<file path="src/rtl/trap_sequencer.sv">
// Interrupt entry / MRET exit sequencer: drains the pipe, writes mepc/mcause, redirects fetch.
// Optional macro TRAP_VECTORED_EN enables mtvec vectored mode (mtvec[1:0]==2'b01).
module trap_sequencer (
  input  logic        clk,
  input  logic        rst,
  input  logic        interrupt_pending,
  input  logic [31:0] interrupt_cause,
  input  logic        mret_req,
  input  logic        pipe_idle,
  input  logic [31:0] current_pc,
  input  logic [31:0] mtvec,
  input  logic [31:0] mepc,
  output logic        stall,
  output logic        flush,
  output logic        pc_redirect,
  output logic [31:0] redirect_pc,
  output logic        csr_we,
  output logic [31:0] mepc_wdata,
  output logic [31:0] mcause_wdata,
  output logic        trap_enter,
  output logic        trap_exit,
  output logic        interrupt_taken,
  output logic        busy
);

  localparam int unsigned XLEN = 32;

  typedef enum logic [2:0] {
    IDLE   = 3'd0,
    DRAIN  = 3'd1,
    SAVE   = 3'd2,
    VECTOR = 3'd3,
    RETURN = 3'd4
  } state_t;

  state_t state;
  state_t state_next;

  logic [XLEN-1:0] vector_base;
  logic [XLEN-1:0] vector_pc;
  logic [XLEN-1:0] return_pc;
  logic [XLEN-1:0] capture_pc;
  logic            unused_low_bits;

  assign vector_base     = {mtvec[31:2], 2'b00};
  assign return_pc       = {mepc[31:2], 2'b00};
  assign capture_pc      = {current_pc[31:2], 2'b00};
  assign unused_low_bits = ^{mtvec[1:0], mepc[1:0], current_pc[1:0]};

  // mcause_wdata holds the latched cause during SAVE, which is when VECTOR's target is computed.
`ifdef TRAP_VECTORED_EN
  always_comb begin
    vector_pc = vector_base;
    if (mtvec[1:0] == 2'b01) begin
      vector_pc = vector_base + XLEN'({mcause_wdata[4:0], 2'b00});
    end
  end
`else
  assign vector_pc = vector_base;
`endif

  // MRET outranks a simultaneous interrupt; a withdrawn request abandons the drain.
  always_comb begin
    state_next = state;
    case (state)
      IDLE: begin
        if (mret_req) begin
          state_next = RETURN;
        end else if (interrupt_pending) begin
          state_next = DRAIN;
        end
      end
      DRAIN: begin
        if (!interrupt_pending) begin
          state_next = IDLE;
        end else if (pipe_idle) begin
          state_next = SAVE;
        end
      end
      SAVE:    state_next = VECTOR;
      VECTOR:  state_next = IDLE;
      RETURN:  state_next = IDLE;
      default: state_next = IDLE;
    endcase
  end

  // Outputs are registered from the next state so each one is a clean Moore decode.
  always_ff @(posedge clk or posedge rst) begin
    if (rst) begin
      state           <= IDLE;
      stall           <= 1'b0;
      flush           <= 1'b0;
      pc_redirect     <= 1'b0;
      redirect_pc     <= '0;
      csr_we          <= 1'b0;
      mepc_wdata      <= '0;
      mcause_wdata    <= '0;
      trap_enter      <= 1'b0;
      trap_exit       <= 1'b0;
      interrupt_taken <= 1'b0;
      busy            <= 1'b0;
    end else begin
      state           <= state_next;
      stall           <= (state_next == DRAIN) || (state_next == SAVE) || (state_next == VECTOR);
      flush           <= (state_next == VECTOR) || (state_next == RETURN);
      pc_redirect     <= (state_next == VECTOR) || (state_next == RETURN);
      csr_we          <= (state_next == SAVE);
      trap_enter      <= (state_next == SAVE);
      interrupt_taken <= (state_next == SAVE);
      trap_exit       <= (state_next == RETURN);
      busy            <= (state_next != IDLE);

      if (state_next == SAVE) begin
        mepc_wdata   <= capture_pc;
        mcause_wdata <= interrupt_cause;
      end else begin
        mepc_wdata   <= '0;
        mcause_wdata <= '0;
      end

      case (state_next)
        VECTOR:  redirect_pc <= vector_pc;
        RETURN:  redirect_pc <= return_pc;
        default: redirect_pc <= '0;
      endcase
    end
  end

endmodule

</file>
<file path="config.mk">
export PLATFORM = sky130hd
export DESIGN_NAME = trap_sequencer
export DESIGN_NICKNAME = d
export VERILOG_FILES = /design/src/rtl/trap_sequencer.sv
export SDC_FILE = /design/constraint.sdc
export NUM_CORES = 1
export LEC_CHECK = 0
export CAP_MARGIN = 40
export CELL_PAD_IN_SITES_DETAIL_PLACEMENT = 1
export CELL_PAD_IN_SITES_GLOBAL_PLACEMENT = 2
export CORE_MARGIN = 1.5
export CORE_UTILIZATION = 21
export CTS_CLUSTER_SIZE = 8
export DETAILED_ROUTE_END_ITERATION = 10
export GPL_ROUTABILITY_DRIVEN = 0
export HOLD_SLACK_MARGIN = 0.06
export PLACE_DENSITY = 0.84
export SLEW_MARGIN = 40
export SYNTH_ARGS = -nofsm -noshare
export SYNTH_HDL_FRONTEND = slang
export SYNTH_SLANG_ARGS = --single-unit
export TNS_END_PERCENT = 50
</file>
<file path="constraint.sdc">
create_clock -name clk -period 4.2 [get_ports clk]
set_input_delay 0.42 -clock clk [delete_from_list [all_inputs] [get_ports clk]]
set_output_delay 0.42 -clock clk [all_outputs]
set_load 0.02 [all_outputs]
</file>
==> results.json, run 1 <==
{
  "grt_pass1_wl_um": 17200,
  "ctsHoldBuffers": 0,
  "rsz0062_at_grt": "false",
  "wl_met1_um": 4280,
  "cts.sinks": 100,
  "ys_seq_area_share_pct": 69.8,
  "drive_gt1_share_pct": 5.47,
  "critPathLaunchType": "flop",
  "wl_met2_um": 5420,
  "ioPinCount": 237,
  "nNetsFinal": 623,
  "p_leak_nw": 2.78,
  "die_x_um": 134,
  "holdCritPathClass": "in2async",
  "worst_pin_slew_ns": 0.668,
  "initial_utilization_pct": 21.5,
  "drc": 0,
  "power_mw": 2.99,
  "vias_per_cell": 3.95,
  "clock-root-buffer": "clkbuf_16",
  "rr_worst_depth": 4,
  "netlist_area_um2": 3580,
  "ys_ff_latch": 100,
  "mostFrequentLayoutCells": "226 x clkdlybuf4s50_1, 100 x dfrtp_1, 62 x and2_1, 31 x nor2_1, 30 x a22oi_1",
  "cts_setup_buffers": 0,
  "hpwl_um": 8650,
  "filler_cell_count": 1795,
  "relSlewSlack_pct": 55.4,
  "fin_setup_tns_ns": 0,
  "fin_util_pct": 37.7,
  "fmax_ghz": 0.557,
  "ir_worst_vdd_uv": 260,
  "cts_buffer_depth": 2,
  "diodes": 0,
  "drt_iter0_drc": 57,
  "grt_max_degree": 64,
  "avgSynthCellArea_um2": 13.3,
  "wl_per_cell_um": 15.4,
  "syn2layout_area_growth_pct": 74.9,
  "yosysWarnings": 0,
  "via_count": 2818,
  "p_per_area_nw_per_um2": 477,
  "drv_cap": 0,
  "core_area_um2": 16600,
  "critPathCaptureType": "flop",
  "port_buffers": 226,
  "criticalPathCategory": "reg2reg",
  "cp.required_ns": 4.47,
  "track_usage_pct": 12.9,
  "finalHoldViolCount": 0,
  "finalMaxSlewViolations": 0,
  "insertion_delay_ns": 0.34,
  "final_common_cell": "clkdlybuf4s50_1",
  "cts_resized": 0,
  "ant_nets": 0,
  "syn_inst": 269,
  "timing.final.crit_share_pct": 42.8,
  "skew_ns": 0.00431,
  "cp.arrival_ns": 2.07,
  "finalSetupViolCount": 0,
  "status": "finished clean",
  "overflow": 0,
  "num_rows": 47,
  "min_period_ns": 1.80,
  "synth_cell_types": 22,
  "firstDrtPassIters": 4,
  "htree_levels": 3,
  "cts_tree": "yes",
  "numCtsBuffers": 9,
  "clkTransAtPathRegs_ns": 0.07,
  "grt_pass1_vias": 3116,
  "finalWirelength_um": 11000,
  "highest_layer": "met4",
  "crit_path_max_fanout": 63,
  "chipHeight_um": 134,
  "routed-wl-met3_um": 1010,
  "antenna_found_initial": 1,
  "dieArea_um2": 17900
}
==> where the power goes <==
part	switching, mW	total, mW	internal, mW	leakage, nW
Combinational	0.551	1.03	0.481	1.28
Clock	0.352	0.767	0.415	0.127
Sequential	0.0682	1.19	1.12	1.37
Total	0.971	2.99	2.02	2.78
==> synth_stat cells <==
cell type  instances  area share (%)
dfrtp_1          100              70
and2_1            62              11
nor2_1            31             3.2
a22oi_1           30             6.3
buf_6             10             3.1
buf_4              8             1.7
a21oi_1            3            0.42
buf_2              3            0.42
clkbuf_1           3            0.31
nor2b_1            3            0.52
inv_1              2            0.21
nand2b_1           2            0.35
nor2_2             2            0.35
nor3_1             2            0.28
conb_1             1            0.10
nand3_1            1            0.14
nand4b_4           1            0.66
nor2_8             1            0.56
o21ai_0            1            0.14
o22ai_1            1            0.17
or2_1              1            0.17
or2_2              1            0.17
==> cells by family (layout without fill, tap and decap cells) <==
logic type / count (synthesis) / after routing / synth area share, %
DFF: 100 / 100 / 69.8
buffers and inverters: 26 / 248 / 5.76
AOI/OAI and AO/OA: 35 / 35 / 7.02
and+or+nand+nor: 107 / 107 / 17.3
other: 1 / 4 / 0.105
==> critical path, stage by stage (launching register included) <==
cell	delay [ns]
dfrtp_1	0.41
buf_4	0.27
nand4b_4	0.26
nor2_8	0.50
and2_1	0.23
==> metrics by stage <==
step / cells / worst slack [ns] / area [um^2] / hold slack, ns
final: 714 / 2.40 / 6270 / 0.464
after global routing: 714 / 2.23 / 6270 / 0.487
after CTS: 714 / 2.34 / 6270 / 0.462
after detailed placement: 699 / 2.10 / 5990 / 0.634
after global placement: 698 / 1.88 / 5970 / 0.619
after floorplan: 272 / 1.16 / 3590 / 0.549
==> sequential cells by signal, indices dropped and copies added, names as in the netlist <==
name and count:
mcause_wdata 32, mepc_wdata 30, redirect_pc 30, state 3
busy 1, interrupt_taken 1, pc_redirect 1, stall 1
trap_exit 1
==> area by class of cell <==
class | count | area [um^2] | area share, %
clock buffer | 10 | 239 | 3.81
tap | 220 | 275 | 4.39
clock inverter | 5 | 36.3 | 0.579
multi-input combinational | 146 | 893 | 14.3
sequential | 100 | 2500 | 39.9
timing repair buffer | 231 | 2310 | 36.9
inverter | 2 | 10.0 | 0.160
==> path summary, 6_finish.rpt <==
kind / endpoint / from / slack [ns]
max: mepc_wdata[12] / state[1] / 2.40
min: mepc_wdata[26] / rst / 0.46
max reg2reg: mepc_wdata[12] / state[1] / 2.40
min reg2reg: state[1] / state[2] / 0.63
max in group asynchronous: mcause_wdata[26] / rst / 2.87
min in group clk: mepc_wdata[25] / current_pc[25] / 0.63
==> layer usage <==
metal / track usage (%) / vias to the layer above
met5: 0 / -
met4: 5.80 / 0
met3: 5.02 / 16
met2: 21.7 / 151
met1: 14.3 / 1352
li1: - / 1299
Power figures use the tool's default switching activity.
==> run 2, diff against run 1 <==
--- a/config.mk
+++ b/config.mk
@@ -9,12 +9,12 @@
 export CELL_PAD_IN_SITES_DETAIL_PLACEMENT = 1
 export CELL_PAD_IN_SITES_GLOBAL_PLACEMENT = 2
 export CORE_MARGIN = 1.5
-export CORE_UTILIZATION = 21
+export CORE_UTILIZATION = 19
 export CTS_CLUSTER_SIZE = 8
 export DETAILED_ROUTE_END_ITERATION = 10
 export GPL_ROUTABILITY_DRIVEN = 0
 export HOLD_SLACK_MARGIN = 0.06
-export PLACE_DENSITY = 0.84
+export PLACE_DENSITY = 0.81
 export SLEW_MARGIN = 40
 export SYNTH_ARGS = -nofsm -noshare
 export SYNTH_HDL_FRONTEND = slang
==> constraint.sdc (replaced) <==
create_clock -name clk -period 1.6 [get_ports clk]
set_input_delay 0.16 -clock clk [delete_from_list [all_inputs] [get_ports clk]]
set_output_delay 0.16 -clock clk [all_outputs]
set_load 0.02 [all_outputs]
==> run 2 against run 1 <==
Compared with the run above:
- routed wire length grew 0.44%
- core utilization decreased by 3.0 points
- global-route usage down 1.2 points
- non-clock buffer count rose by 4
- register-to-register slack got worse by 2.1 ns
- highest routed layer unchanged
- sequential power increased to 2.6 times the previous value
==> results.json, run 2 (synthesis results as in run 1) <==
{
  "largest_reg_flops": 32,
  "num_rows": 50,
  "wl_met1_um": 4680,
  "cts_buffer_depth": 2,
  "wl_met2_um": 5200,
  "grt_pass1_vias": 3201,
  "port_buffers": 226,
  "firstDrtPassIters": 4,
  "diodes": 0,
  "core_area_um2": 18600,
  "insertion_delay_ns": 0.34,
  "crit_chain": "clkdlybuf4s50_1",
  "final_area_um2": 6440,
  "mostFrequentLayoutCells": "226 x clkdlybuf4s50_1, 100 x dfrtp_1, 62 x and2_1, 31 x nor2_1, 30 x a22oi_1",
  "finalWirelength_um": 11000,
  "p_per_area_nw_per_um2": 1320,
  "cts_resized": 0,
  "placedCellCount": 717,
  "holdCritPathClass": "in2async",
  "ioPinCount": 237,
  "grt_max_degree": 64,
  "fin_setup_tns_ns": 0,
  "cp.required_ns": 1.44,
  "cts_setup_buffers": 0,
  "drc": 0,
  "drive_gt1_share_pct": 6.41,
  "ff2ff_setup_slack_ns": 0.29,
  "criticalPathCategory": "reg2out",
  "startpoint": "redirect_pc[8]",
  "drv_cap": 0,
  "min_period_ns": 1.58,
  "ant_nets": 0,
  "highest_layer": "met4",
  "antenna_found_initial": 0,
  "power_mw": 8.53,
  "slowest_delay_ns": 0.66,
  "worstReg2RegStart": "state[0]",
  "htree_levels": 3,
  "final-instance-count-excl-fill": 733,
  "rsz0062_at_grt": "false",
  "regMostFlops": "mcause_wdata",
  "cp.arrival_ns": 1.42,
  "ctsHoldBuffers": 0,
  "via_count": 2840,
  "overflow": 0,
  "slowest_stage": "clkdlybuf4s50_1",
  "ir_worst_vdd_uv": 555,
  "grt_pass1_wl_um": 17500,
  "syn2layout_area_growth_pct": 79.8,
  "numCtsBuffers": 9,
  "fmax_ghz": 0.633,
  "nNetsFinal": 627,
  "crit_path_max_fanout": 1,
  "path_buf_inv": 1,
  "critPathTopFamily": "buffers and inverters",
  "final_common_cell": "clkdlybuf4s50_1",
  "post_dp_cell_area_um2": 6090,
  "cts.sinks": 100,
  "clkTransAtPathRegs_ns": 0.07,
  "finalMaxSlewViolations": 0,
  "routed-wl-met3_um": 952,
  "skew_ns": 0.00728,
  "critPathCaptureType": "output port",
  "die_x_um": 140,
  "timing.final.crit_share_pct": 98.8,
  "wl_per_cell_um": 15.0,
  "p_leak_nw": 2.85,
  "finalSetupViolCount": 0,
  "hpwl_um": 8590,
  "vias_per_cell": 3.87,
  "drt_iter0_drc": 46,
  "finalHoldViolCount": 0,
  "chipHeight_um": 140,
  "cts_tree": "yes",
  "largest_registers": "mcause_wdata: 32 flops, mepc_wdata: 30 flops, redirect_pc: 30 flops",
  "clock-root-buffer": "clkbuf_16",
  "initial_utilization_pct": 19.3,
  "track_usage_pct": 11.6,
  "critPathLaunchType": "flop",
  "dieArea_um2": 19700,
  "status": "finished clean"
}
## run 2: cell count changes in the layout (fill, tap and decap cells not counted), moves of 2 or more
| cell | change |
|---|---|
| bufinv_16 | +3 |
| buf_12 | +4 |
| clkinvlp_4 | -2 |
| inv_6 | +2 |
## run 2: through the flow
| step | hold slack (ns) | setup WS (ns) | util [%] |
|---|---|---|---|
| final | 0.249 | 0.0199 | 34.7 |
| after global routing | 0.291 | 0.00420 | 34.7 |
| after CTS | 0.259 | 0.0166 | 34.7 |
| after detailed placement | 0.584 | 0.0368 | 32.8 |
| after global placement | 0.572 | 0.101 | 32.8 |
| after floorplan | 0.289 | 0.250 | - |
## run 2: metal layers
metal	track usage, %	up-vias
met4	4.54	0
met5	0	-
met2	18.9	148
met3	3.90	12
met1	14.3	1371
li1	-	1309
## run 2: final cells by class
cell class	instances	area (um^2)
Fill cell	2014	12100
Sequential cell	100	2500
Clock buffer	10	239
Clock inverter	6	116
Tap cell	234	293
Inverter	2	11.3
Multi-Input combinational cell	146	888
Timing Repair Buffer	235	2390
## run 2: power by group
part | internal, mW | total [mW] | leakage [nW] | switching [mW]
Clock | 1.59 | 2.57 | 0.174 | 0.984
Sequential | 2.94 | 3.13 | 1.37 | 0.192
Combinational | 1.37 | 2.83 | 1.31 | 1.46
## run 2: final timing paths
path                               endpoint  cells past startpoint
setup reg to reg             redirect_pc[5]                      3
hold reg to reg                        busy                      2
hold / removal             mcause_wdata[26]                      3
max in group asynchronous  mcause_wdata[17]                      3
min in group clk           mcause_wdata[14]                      2
setup / recovery             redirect_pc[8]                      1
## run 2: tightest hold or removal path, delay by kind of cell
| family | cells | cell delay [ns] |
|---|---|---|
| buffers and inverters | 3 | 0.82 |
==> run 3, diff against run 2 <==
--- a/config.mk
+++ b/config.mk
@@ -14,6 +14,7 @@
 export DETAILED_ROUTE_END_ITERATION = 10
 export GPL_ROUTABILITY_DRIVEN = 0
 export HOLD_SLACK_MARGIN = 0.06
+export MAX_ROUTING_LAYER = met4
 export PLACE_DENSITY = 0.81
 export SLEW_MARGIN = 40
 export SYNTH_ARGS = -nofsm -noshare
==> run 3 against run 2 <==
Compared with the run above:
- core utilization unchanged
- clock-buffer cell count unchanged
- die area unchanged
- critical endpoint unchanged
==> results.json, run 3 (synthesis results as in run 1) <==
{
  "cts.sinks": 100,
  "antenna_found_initial": 0,
  "core_area_um2": 18600,
  "drt_iter0_drc": 62,
  "skew_ns": 0.00815,
  "rr_worst_depth": 3,
  "ff2ff_setup_slack_ns": 0.28,
  "cts_resized": 0,
  "grt_pass1_vias": 3219,
  "clock-root-buffer": "clkbuf_16",
  "ctsHoldBuffers": 0,
  "multiInputGateArea_um2": 888,
  "port_buffers": 226,
  "criticalPathCategory": "reg2out",
  "slowest_delay_ns": 0.66,
  "htree_levels": 3,
  "regMostFlops": "mcause_wdata",
  "via_count": 2843,
  "overflow": 0,
  "syn2layout_area_growth_pct": 79.8,
  "finalMaxSlewViolations": 0,
  "filler_cell_count": 2014,
  "critPathLaunchType": "flop",
  "mostFrequentLayoutCells": "226 x clkdlybuf4s50_1, 100 x dfrtp_1, 62 x and2_1, 31 x nor2_1, 30 x a22oi_1",
  "use_met1_pct": 14.3,
  "insertion_delay_ns": 0.34,
  "fin_setup_tns_ns": 0,
  "dieArea_um2": 19700,
  "grt_max_degree": 64,
  "power_mw": 8.53,
  "post_dp_cell_area_um2": 6090,
  "crit_path_max_fanout": 1,
  "final_common_cell": "clkdlybuf4s50_1",
  "largest_reg_flops": 32,
  "grt_util_met2_pct": 19.0,
  "cts_buffer_depth": 2,
  "rsz0062_at_grt": "false",
  "firstDrtPassIters": 4,
  "critPathCaptureType": "output port",
  "slowest_stage": "clkdlybuf4s50_1",
  "track_usage_pct": 12.0,
  "gr-usage-met3_pct": 3.52,
  "final-instance-count-excl-fill": 733,
  "finalWirelength_um": 11000,
  "finalSetupViolCount": 0,
  "path_buf_inv": 1,
  "die_x_um": 140,
  "path_depth": 1,
  "num_rows": 50,
  "cts_setup_buffers": 0,
  "final_area_um2": 6440,
  "ioPinCount": 237,
  "cts_tree": "yes",
  "p_per_area_nw_per_um2": 1320,
  "ant_nets": 0,
  "nNetsFinal": 627,
  "drv_cap": 0,
  "placedCellCount": 717,
  "timing.final.crit_share_pct": 98.7,
  "busiest_layer": "met2",
  "chipHeight_um": 140,
  "cp.required_ns": 1.44,
  "ir_worst_vdd_uv": 556,
  "largest_registers": "mcause_wdata: 32 flops, mepc_wdata: 30 flops, redirect_pc: 30 flops",
  "holdCritPathClass": "in2async",
  "finalHoldViolCount": 0,
  "p_leak_nw": 2.85,
  "diodes": 0,
  "vias_per_cell": 3.88,
  "seq_area_um2": 2500,
  "drc": 0,
  "numCtsBuffers": 9,
  "crit_chain": "clkdlybuf4s50_1",
  "fmax_ghz": 0.633,
  "clkTransAtPathRegs_ns": 0.07,
  "critPathTopFamily": "buffers and inverters",
  "initial_utilization_pct": 19.3,
  "wl_per_cell_um": 15.0,
  "min_period_ns": 1.58,
  "status": "finished clean",
  "drive_gt1_share_pct": 6.41,
  "hpwl_um": 8590,
  "cp.arrival_ns": 1.42,
  "grt_pass1_wl_um": 17400
}
-- run 3: area by class of cell --
| type | instances | area share (%) |
|---|---|---|
| well taps | 234 | 4.54 |
| clock inverters | 6 | 1.81 |
| clock buffers | 10 | 3.71 |
| multi-input cells | 146 | 13.8 |
| inverters | 2 | 0.175 |
| flip-flops and latches | 100 | 38.8 |
| repair buffers | 235 | 37.1 |
-- run 3: tightest hold or removal path: stages --
cell and delay, ns:
clkdlybuf4s50_1 0.44, clkinvlp_4 0.13, buf_12 0.26
-- run 3: final timing paths --
check | start | endpoint
worst max-delay path | redirect_pc[8] | redirect_pc[8]
worst min-delay path | rst | mcause_wdata[26]
worst max register to register | state[0] | redirect_pc[5]
worst min register to register | state[2] | busy
max in group asynchronous | rst | redirect_pc[15]
min in group clk | interrupt_cause[14] | mcause_wdata[14]
-- run 3: per-layer routing --
layer	wire, um	part of all wire, %	vias up
met3	872	7.9	13
li1	-	-	1308
met1	4760	43	1376
met5	0	0	-
met4	173	1.6	0
met2	5190	47	146
-- run 3: metrics by stage --
| stage | hold slack, ns | util [%] | setup slack, ns |
|---|---|---|---|
| 2_1_floorplan | 0.289 | - | 0.250 |
| 3_3_place_gp | 0.572 | 32.8 | 0.101 |
| 3_5_place_dp | 0.584 | 32.8 | 0.0368 |
| 4_1_cts | 0.259 | 34.7 | 0.0166 |
| 5_1_grt | 0.297 | 34.7 | 0.00506 |
| 6_report | 0.254 | 34.7 | 0.0210 |
-- run 3: power breakdown --
part,leakage [nW],total [mW],internal [mW],switching (mW)
Combinational,1.31,2.83,1.37,1.46
Sequential,1.37,3.13,2.94,0.192
Clock,0.174,2.57,1.59,0.981
Total,2.85,8.53,5.90,2.63
